===== config.mk =====
export PLATFORM = sky130hd
export DESIGN_NAME = regfile_wb_arbiter
export DESIGN_NICKNAME = d
export VERILOG_FILES = /design/src/rtl/regfile_wb_arbiter.sv
export SDC_FILE = /design/constraint.sdc
export NUM_CORES = 1
export LEC_CHECK = 0
export BUFFER_PORTS_ARGS = -buffer_cell sky130_fd_sc_hd__buf_2
export CELL_PAD_IN_SITES_DETAIL_PLACEMENT = 1
export CELL_PAD_IN_SITES_GLOBAL_PLACEMENT = 2
export CORE_AREA = 2 2 105 107
export CTS_CLUSTER_DIAMETER = 60
export DETAILED_ROUTE_END_ITERATION = 12
export DIE_AREA = 0 0 107 109
export PLACE_DENSITY = 0.77
export SETUP_SLACK_MARGIN = 0.05
export SYNTH_ARGS = -nofsm -noshare
export SYNTH_HDL_FRONTEND = slang
export SYNTH_SLANG_ARGS = --single-unit

===== constraint.sdc =====
create_clock -name CLK -period 2.4 [get_ports CLK]
set_input_delay 0.48 -clock CLK [delete_from_list [all_inputs] [get_ports CLK]]
set_output_delay 0.48 -clock CLK [all_outputs]
set_load 0.01 [all_outputs]

===== src/rtl/regfile_wb_arbiter.sv =====
// Register-file writeback arbiter: ALU vs load port, with ALU starvation guard.
// One accepted request per cycle; writes to x0 are accepted but dropped.
module regfile_wb_arbiter #(
    parameter int unsigned STARVE_LIM = 3
) (
    input  logic        CLK,
    input  logic        RESET_N,
    input  logic        ALU_VALID,
    input  logic [4:0]  ALU_ADDR,
    input  logic [31:0] ALU_DATA,
    output logic        ALU_READY,
    input  logic        MEM_VALID,
    input  logic [4:0]  MEM_ADDR,
    input  logic [31:0] MEM_DATA,
    output logic        MEM_READY,
    output logic        WRITE,
    output logic [4:0]  INADDRESS,
    output logic [31:0] WDATA,
    output logic        INSTHIT,
    output logic [15:0] WR_COUNT
);

    typedef enum logic {
        PRI_MEM,
        PRI_ALU
    } pri_t;

    localparam logic [2:0] LIM_M1 = 3'(STARVE_LIM - 1);

    pri_t        state;
    logic [2:0]  starve;
    logic        alu_go;
    logic        mem_go;
    logic        xfer;
    logic [4:0]  g_addr;
    logic [31:0] g_data;
    logic        wr_en;

    always_comb begin
        alu_go = 1'b0;
        mem_go = 1'b0;
        if (RESET_N) begin
            if (state == PRI_ALU) begin
                alu_go = ALU_VALID;
                mem_go = MEM_VALID & ~ALU_VALID;
            end else begin
                mem_go = MEM_VALID;
                alu_go = ALU_VALID & ~MEM_VALID;
            end
        end
    end

    assign ALU_READY = alu_go;
    assign MEM_READY = mem_go;
    assign xfer      = alu_go | mem_go;
    assign g_addr    = alu_go ? ALU_ADDR : MEM_ADDR;
    assign g_data    = alu_go ? ALU_DATA : MEM_DATA;
    assign wr_en     = xfer & (g_addr != 5'd0);

    always_ff @(posedge CLK or negedge RESET_N) begin
        if (!RESET_N) begin
            state  <= PRI_MEM;
            starve <= 3'd0;
        end else begin
            case (state)
                PRI_MEM: begin
                    if (ALU_VALID && !alu_go) begin
                        if (starve == LIM_M1) begin
                            state  <= PRI_ALU;
                            starve <= 3'd0;
                        end else begin
                            starve <= starve + 3'd1;
                        end
                    end else begin
                        starve <= 3'd0;
                    end
                end
                default: begin
                    // One ALU grant (or an idle ALU) hands priority back.
                    state  <= PRI_MEM;
                    starve <= 3'd0;
                end
            endcase
        end
    end

    always_ff @(posedge CLK or negedge RESET_N) begin
        if (!RESET_N) begin
            WRITE     <= 1'b0;
            INSTHIT   <= 1'b0;
            INADDRESS <= 5'd0;
            WDATA     <= 32'd0;
            WR_COUNT  <= 16'd0;
        end else begin
            WRITE   <= wr_en;
            INSTHIT <= wr_en;
            if (wr_en) begin
                INADDRESS <= g_addr;
                WDATA     <= g_data;
                if (WR_COUNT != 16'hFFFF)
                    WR_COUNT <= WR_COUNT + 16'd1;
            end
        end
    end

endmodule


* After elaboration in Yosys (flattened, before gate mapping) *
Index checks and enable logic that the tools add are counted.

cells by class
  add/subtract/negate cells = 2
  multipliers = 0
  div/mod/pow operators = 0
  magnitude comparators = 0
  equality and inequality tests = 2
  shifts and indexed selects = 0
  mux-type cells = 12
  bitwise operators = 6
  reductions and logical operators = 4

operators with widths
  operator                 count
  $mux W32                 1
  $add A16 B1 Y16 const B  1
  $ne A16 B16 Y1 const B   1
  $mux W3                  3
  $mux W1                  7
  $mux W5                  1
  $reduce_bool A5 Y1       1
  $add A3 B1 Y3 const B    1
  $and A1 B1 Y1            3
  $eq A3 B2 Y1 const B     1
  $not A1 Y1               2
  $reduce_and A2 Y1        1
  $logic_and A1 B1 Y1      1
  $logic_not A1 Y1         1
  $or A1 B1 Y1             1

storage, ports and cells
  register bits after elaboration = 58
  bits in latches = 0
  RAM bits = 0
  memory bits (read-only) = 0
  input port bits = 78
  word-level logic and storage cells = 32
  memories = 0

* Logic depth before layout (Yosys ltp) *
  depth after elaboration = 8
  gate-level depth with buffers = 8
  depth with buffers taken out = 6

* Worst setup path after synthesis *
OpenSTA, ideal clock, no wires.

  path kind = input -> register
  start point = input RESET_N
  end point = register WR_COUNT[15]
  arrival time = 1,848 ps
  data required time = 2,272 ps
  path slack = 425 ps
  stages = 6
  buffers on the path = 1
  path through = and2_4 and3_1 o32a_4 buf_6 nor4_2 mux2_1

on the way
  word-level cells in the longest chain between the ends = 5

ends and longest elaborated chain
  item                             RTL line  RTL
  from (decl)                      7         input logic RESET_N,
  $mux W1                          42        if (RESET_N) begin
  $mux W5                          56        assign g_addr = alu_go ? ALU_ADDR : MEM_ADDR;
  $reduce_bool A5 Y1               58        assign wr_en = xfer & (g_addr != 5'd0);
  $and A1 B1 Y1 (*)                58
  $reduce_and A2 Y1 (no line) (*)  -
  to (signal assigned)             101       WR_COUNT <= WR_COUNT + 16'd1;
  to (decl)                        20        output logic [15:0] WR_COUNT

Mark *: on every way between the ends. The rest lies on a longest branch, timed or not.
A chain may end at the register's enable or synchronous reset.

* Worst setup path in the final report *
  start point = register state
  end point = register WR_COUNT[6]

on the way
  word-level cells in the longest chain between the ends = 6

ends and longest elaborated chain
  item                             RTL line  RTL
  from (decl)                      30        pri_t state;
  from (signal assigned)           62        state <= PRI_MEM;
  from (signal assigned)           69        state <= PRI_ALU;
  from (signal assigned)           80        state <= PRI_MEM;
  $mux W1                          43        if (state == PRI_ALU) begin
  $mux W1                          42
  $mux W5                          56
  $reduce_bool A5 Y1               58
  $and A1 B1 Y1 (*)                58
  $reduce_and A2 Y1 (no line) (*)  -

Marked as above.

==> results.yml <==
outcome:
  status: "finished clean"
setup_path:
  worstPathMaxFanout: 11
  worstSetupPathType: "flop to flop"
  r2r-start: "state"
  cp.required_ns: 2.66
  reg2regPathDepth: 6
  cp-start-kind: "flop"
  rr_endpoint: "WR_COUNT[6]"
  path_buf_inv: 1
  arrival_ns: 2.27
  startpoint: "state"
  worst_setup_path_end_kind: "flop"
  cp_slowest_cell: "dfrtp_1"
  worstSetupPathDepth: 6
  r2r_slack_ns: 0.38
  crit_family: "simple AND/OR/NAND/NOR gates"
  path_cells: "nand2b_1 -> and3_1 -> o32a_4 -> buf_4 -> nor4_2 -> xor2_1"
  max_stage_delay_ns: 0.39
synthesis:
  synth-seq-cells: 58
  yosys.area.top_type: "dfrtp_1"
  yosys.area_share.xor_xnor: 0.0376
  avgSynthCellArea_um2: 10.6
  synth_top_area_frac: 0.519
  synthAdderAreaFrac: 0.00447
  synth.distinct_cells: 39
  synth_top_family_by_area: "simple AND/OR/NAND/NOR gates"
  synth_seq_area_share: 0.519
  synth-simple-area-share: 0.162
  synthCells: 264
  synth_fp_nets: 343
  ys_warn_count: 0
  synth_compound_area_frac: 0.0949
  ys_top_cells_by_area: "dfrtp_1, mux2i_1, nand2_1, o21ai_0, xor2_1"
  yosys-mux-area-fraction: 0.141
  syn_area_um2: 2800
route:
  ant_nets: 0
  wl_per_cell_um: 13.9
  routed_via_density: 4.45
  drt-initial-drc-count: 66
  drcViolationCount: 0
  drt-total-wl_um: 7660
  vias: 2451
  firstDrtPassIters: 3
floorplanning:
  dieArea_um2: 11700
  die_w_um: 107
  fp.dieH_um: 109
  io_pins: 135
  initial_utilization: 0.264
  core_area_um2: 10600
  rows: 38
clock_network:
  root_buffer: "clkbuf_8"
  cts_buffers: 9
  cts.sinks: 58
  clkSlewWorstSetupHoldPaths_ns: 0.07
  cts-htree-levels: 3
  clock_latency_ns: 0.33
  clockBufferDepth: 2
  cts_tree: "done"
sta:
  hold_violations: 0
  final.min_clock_period_ns: 2.02
  rsz0062_at_grt: "false"
  setup_viol_count_final: 0
  fin_crit_sh: 0.840
  fin_worst_skew_ns: 0.0114
  fmaxAchievable_ghz: 0.496
  max-slew-margin-rel: 0.641
  fin_ws_ns: 0.383
  slew_violations: 0
  finalSetupTns_ns: 0
  tightest_slew_ns: 0.538
placement:
  place_hpwl_um: 6040
  io_buffers: 134
  globalplace.congestion: 0.782
  dpl_worst_slack_ns: 0.177
global_routing:
  grt_pass1_wl_um: 12500
  grt-ovfl-total: 0
  antenna_found_initial: 0
  grt_usage: 0.136
  grt_max_degree: 43
  grt_pass1_vias: 2572
cells_and_area:
  antennaDiodeCount: 0
  area_delta_synth_final_pct: 38.8
  layout-drive-gt1-share: 0.418
  nFillCells: 1238
  final_cell_mix: "buf_2, dfrtp_1, nand2_1"
  nets: 485
  final_common_cell: "buf_2"
flow_run:
  maxCapViolCount: 0
worst_hold_path:
  hp-class: "input pin to async pin"
power:
  p_leak_uw: 0.00210
  vdd_drop_max_mv: 0.278
  p_per_area_nw_per_um2: 826
## power by group
part           leakage [uW]  switching, uW  total (uW)  internal, uW
Sequential         0.000712            167        1330          1170
Combinational       0.00127            410         748           338
Clock              0.000119            406        1130           719
## synthesized netlist by cell type (all sizes together)
master / n
a21oi: 2
a31oi: 2
a32oi: 1
a41oi: 1
and2: 2
and3: 4
and4: 1
buf: 11
clkbuf: 3
dfrtp: 58
ha: 1
inv: 4
mux2: 3
mux2i: 36
nand2: 49
nand2b: 2
nand3: 5
nand3b: 1
nand4: 2
nor2: 4
nor2b: 3
nor3: 7
nor3b: 1
nor4: 7
o21ai: 37
o22ai: 1
o31ai: 1
o32a: 1
or4: 2
xor2: 12
## metrics by stage
step | util | hold WS (ns) | cell area [um2] | total power (uW) | std cells
after floorplan | - | 0.184 | 2800 | 1740 | 264
after global placement | 0.341 | 0.301 | 3620 | 2090 | 534
after detailed placement | 0.341 | 0.304 | 3620 | 2130 | 534
after CTS | 0.366 | 0.174 | 3880 | 3280 | 551
after global routing | 0.366 | 0.188 | 3880 | 3420 | 551
final | 0.366 | 0.169 | 3880 | 3210 | 551
## area by class of cell
type	instances	area (um2)	share of cell area
Timing Repair Buffer	145	756	0.195
Multi-Input combinational cell	188	1230	0.318
Tap cell	140	175	0.0451
Inverter	4	15.0	0.00387
Sequential cell	58	1450	0.374
Clock inverter	6	114	0.0293
Clock buffer	10	138	0.0355
## worst max path at each step
stage	endpoint	slack, ns
after CTS	WR_COUNT[6]	0.36
after detailed placement	WR_COUNT[12]	0.18
after floorplan	WR_COUNT[15]	0.42
after global placement	WR_COUNT[12]	0.19
final	WR_COUNT[6]	0.38
after global routing	WR_COUNT[9]	0.26
## state kept, by name, summed over array words and instances (netlist names)
register / cells
WDATA: 32
starve: 3
state: 1
INSTHIT: 1
WR_COUNT: 16
INADDRESS: 5
## routing by layer
metal / vias up / GRT usage / wire length [um]
li1: 1210 / - / -
met2: 81 / 0.225 / 3630
met1: 1142 / 0.166 / 3340
met4: 0 / 0.0677 / 242
met3: 18 / 0.0317 / 440
met5: - / 0 / 0
## what timing repair did
item / CTS / global route
hold endpoints to repair: 1 / 0
buffers inserted: 0 / 0
resized for setup: 0 / 0
hold buffers: 1 / 0
## cells by family (layout without fill, tap and decap cells)
kind of cell | count (synthesis) | count (layout)
flip-flops | 58 | 58
AO/OA/AOI/OAI | 46 | 46
multiplexers | 39 | 39
AND/OR/NAND/NOR | 90 | 90
XOR/XNOR | 12 | 12
buffers and inverters | 18 | 165
adder cells (fa/ha/maj) | 1 | 1
No activity file was read; power rests on OpenSTA's default activity.
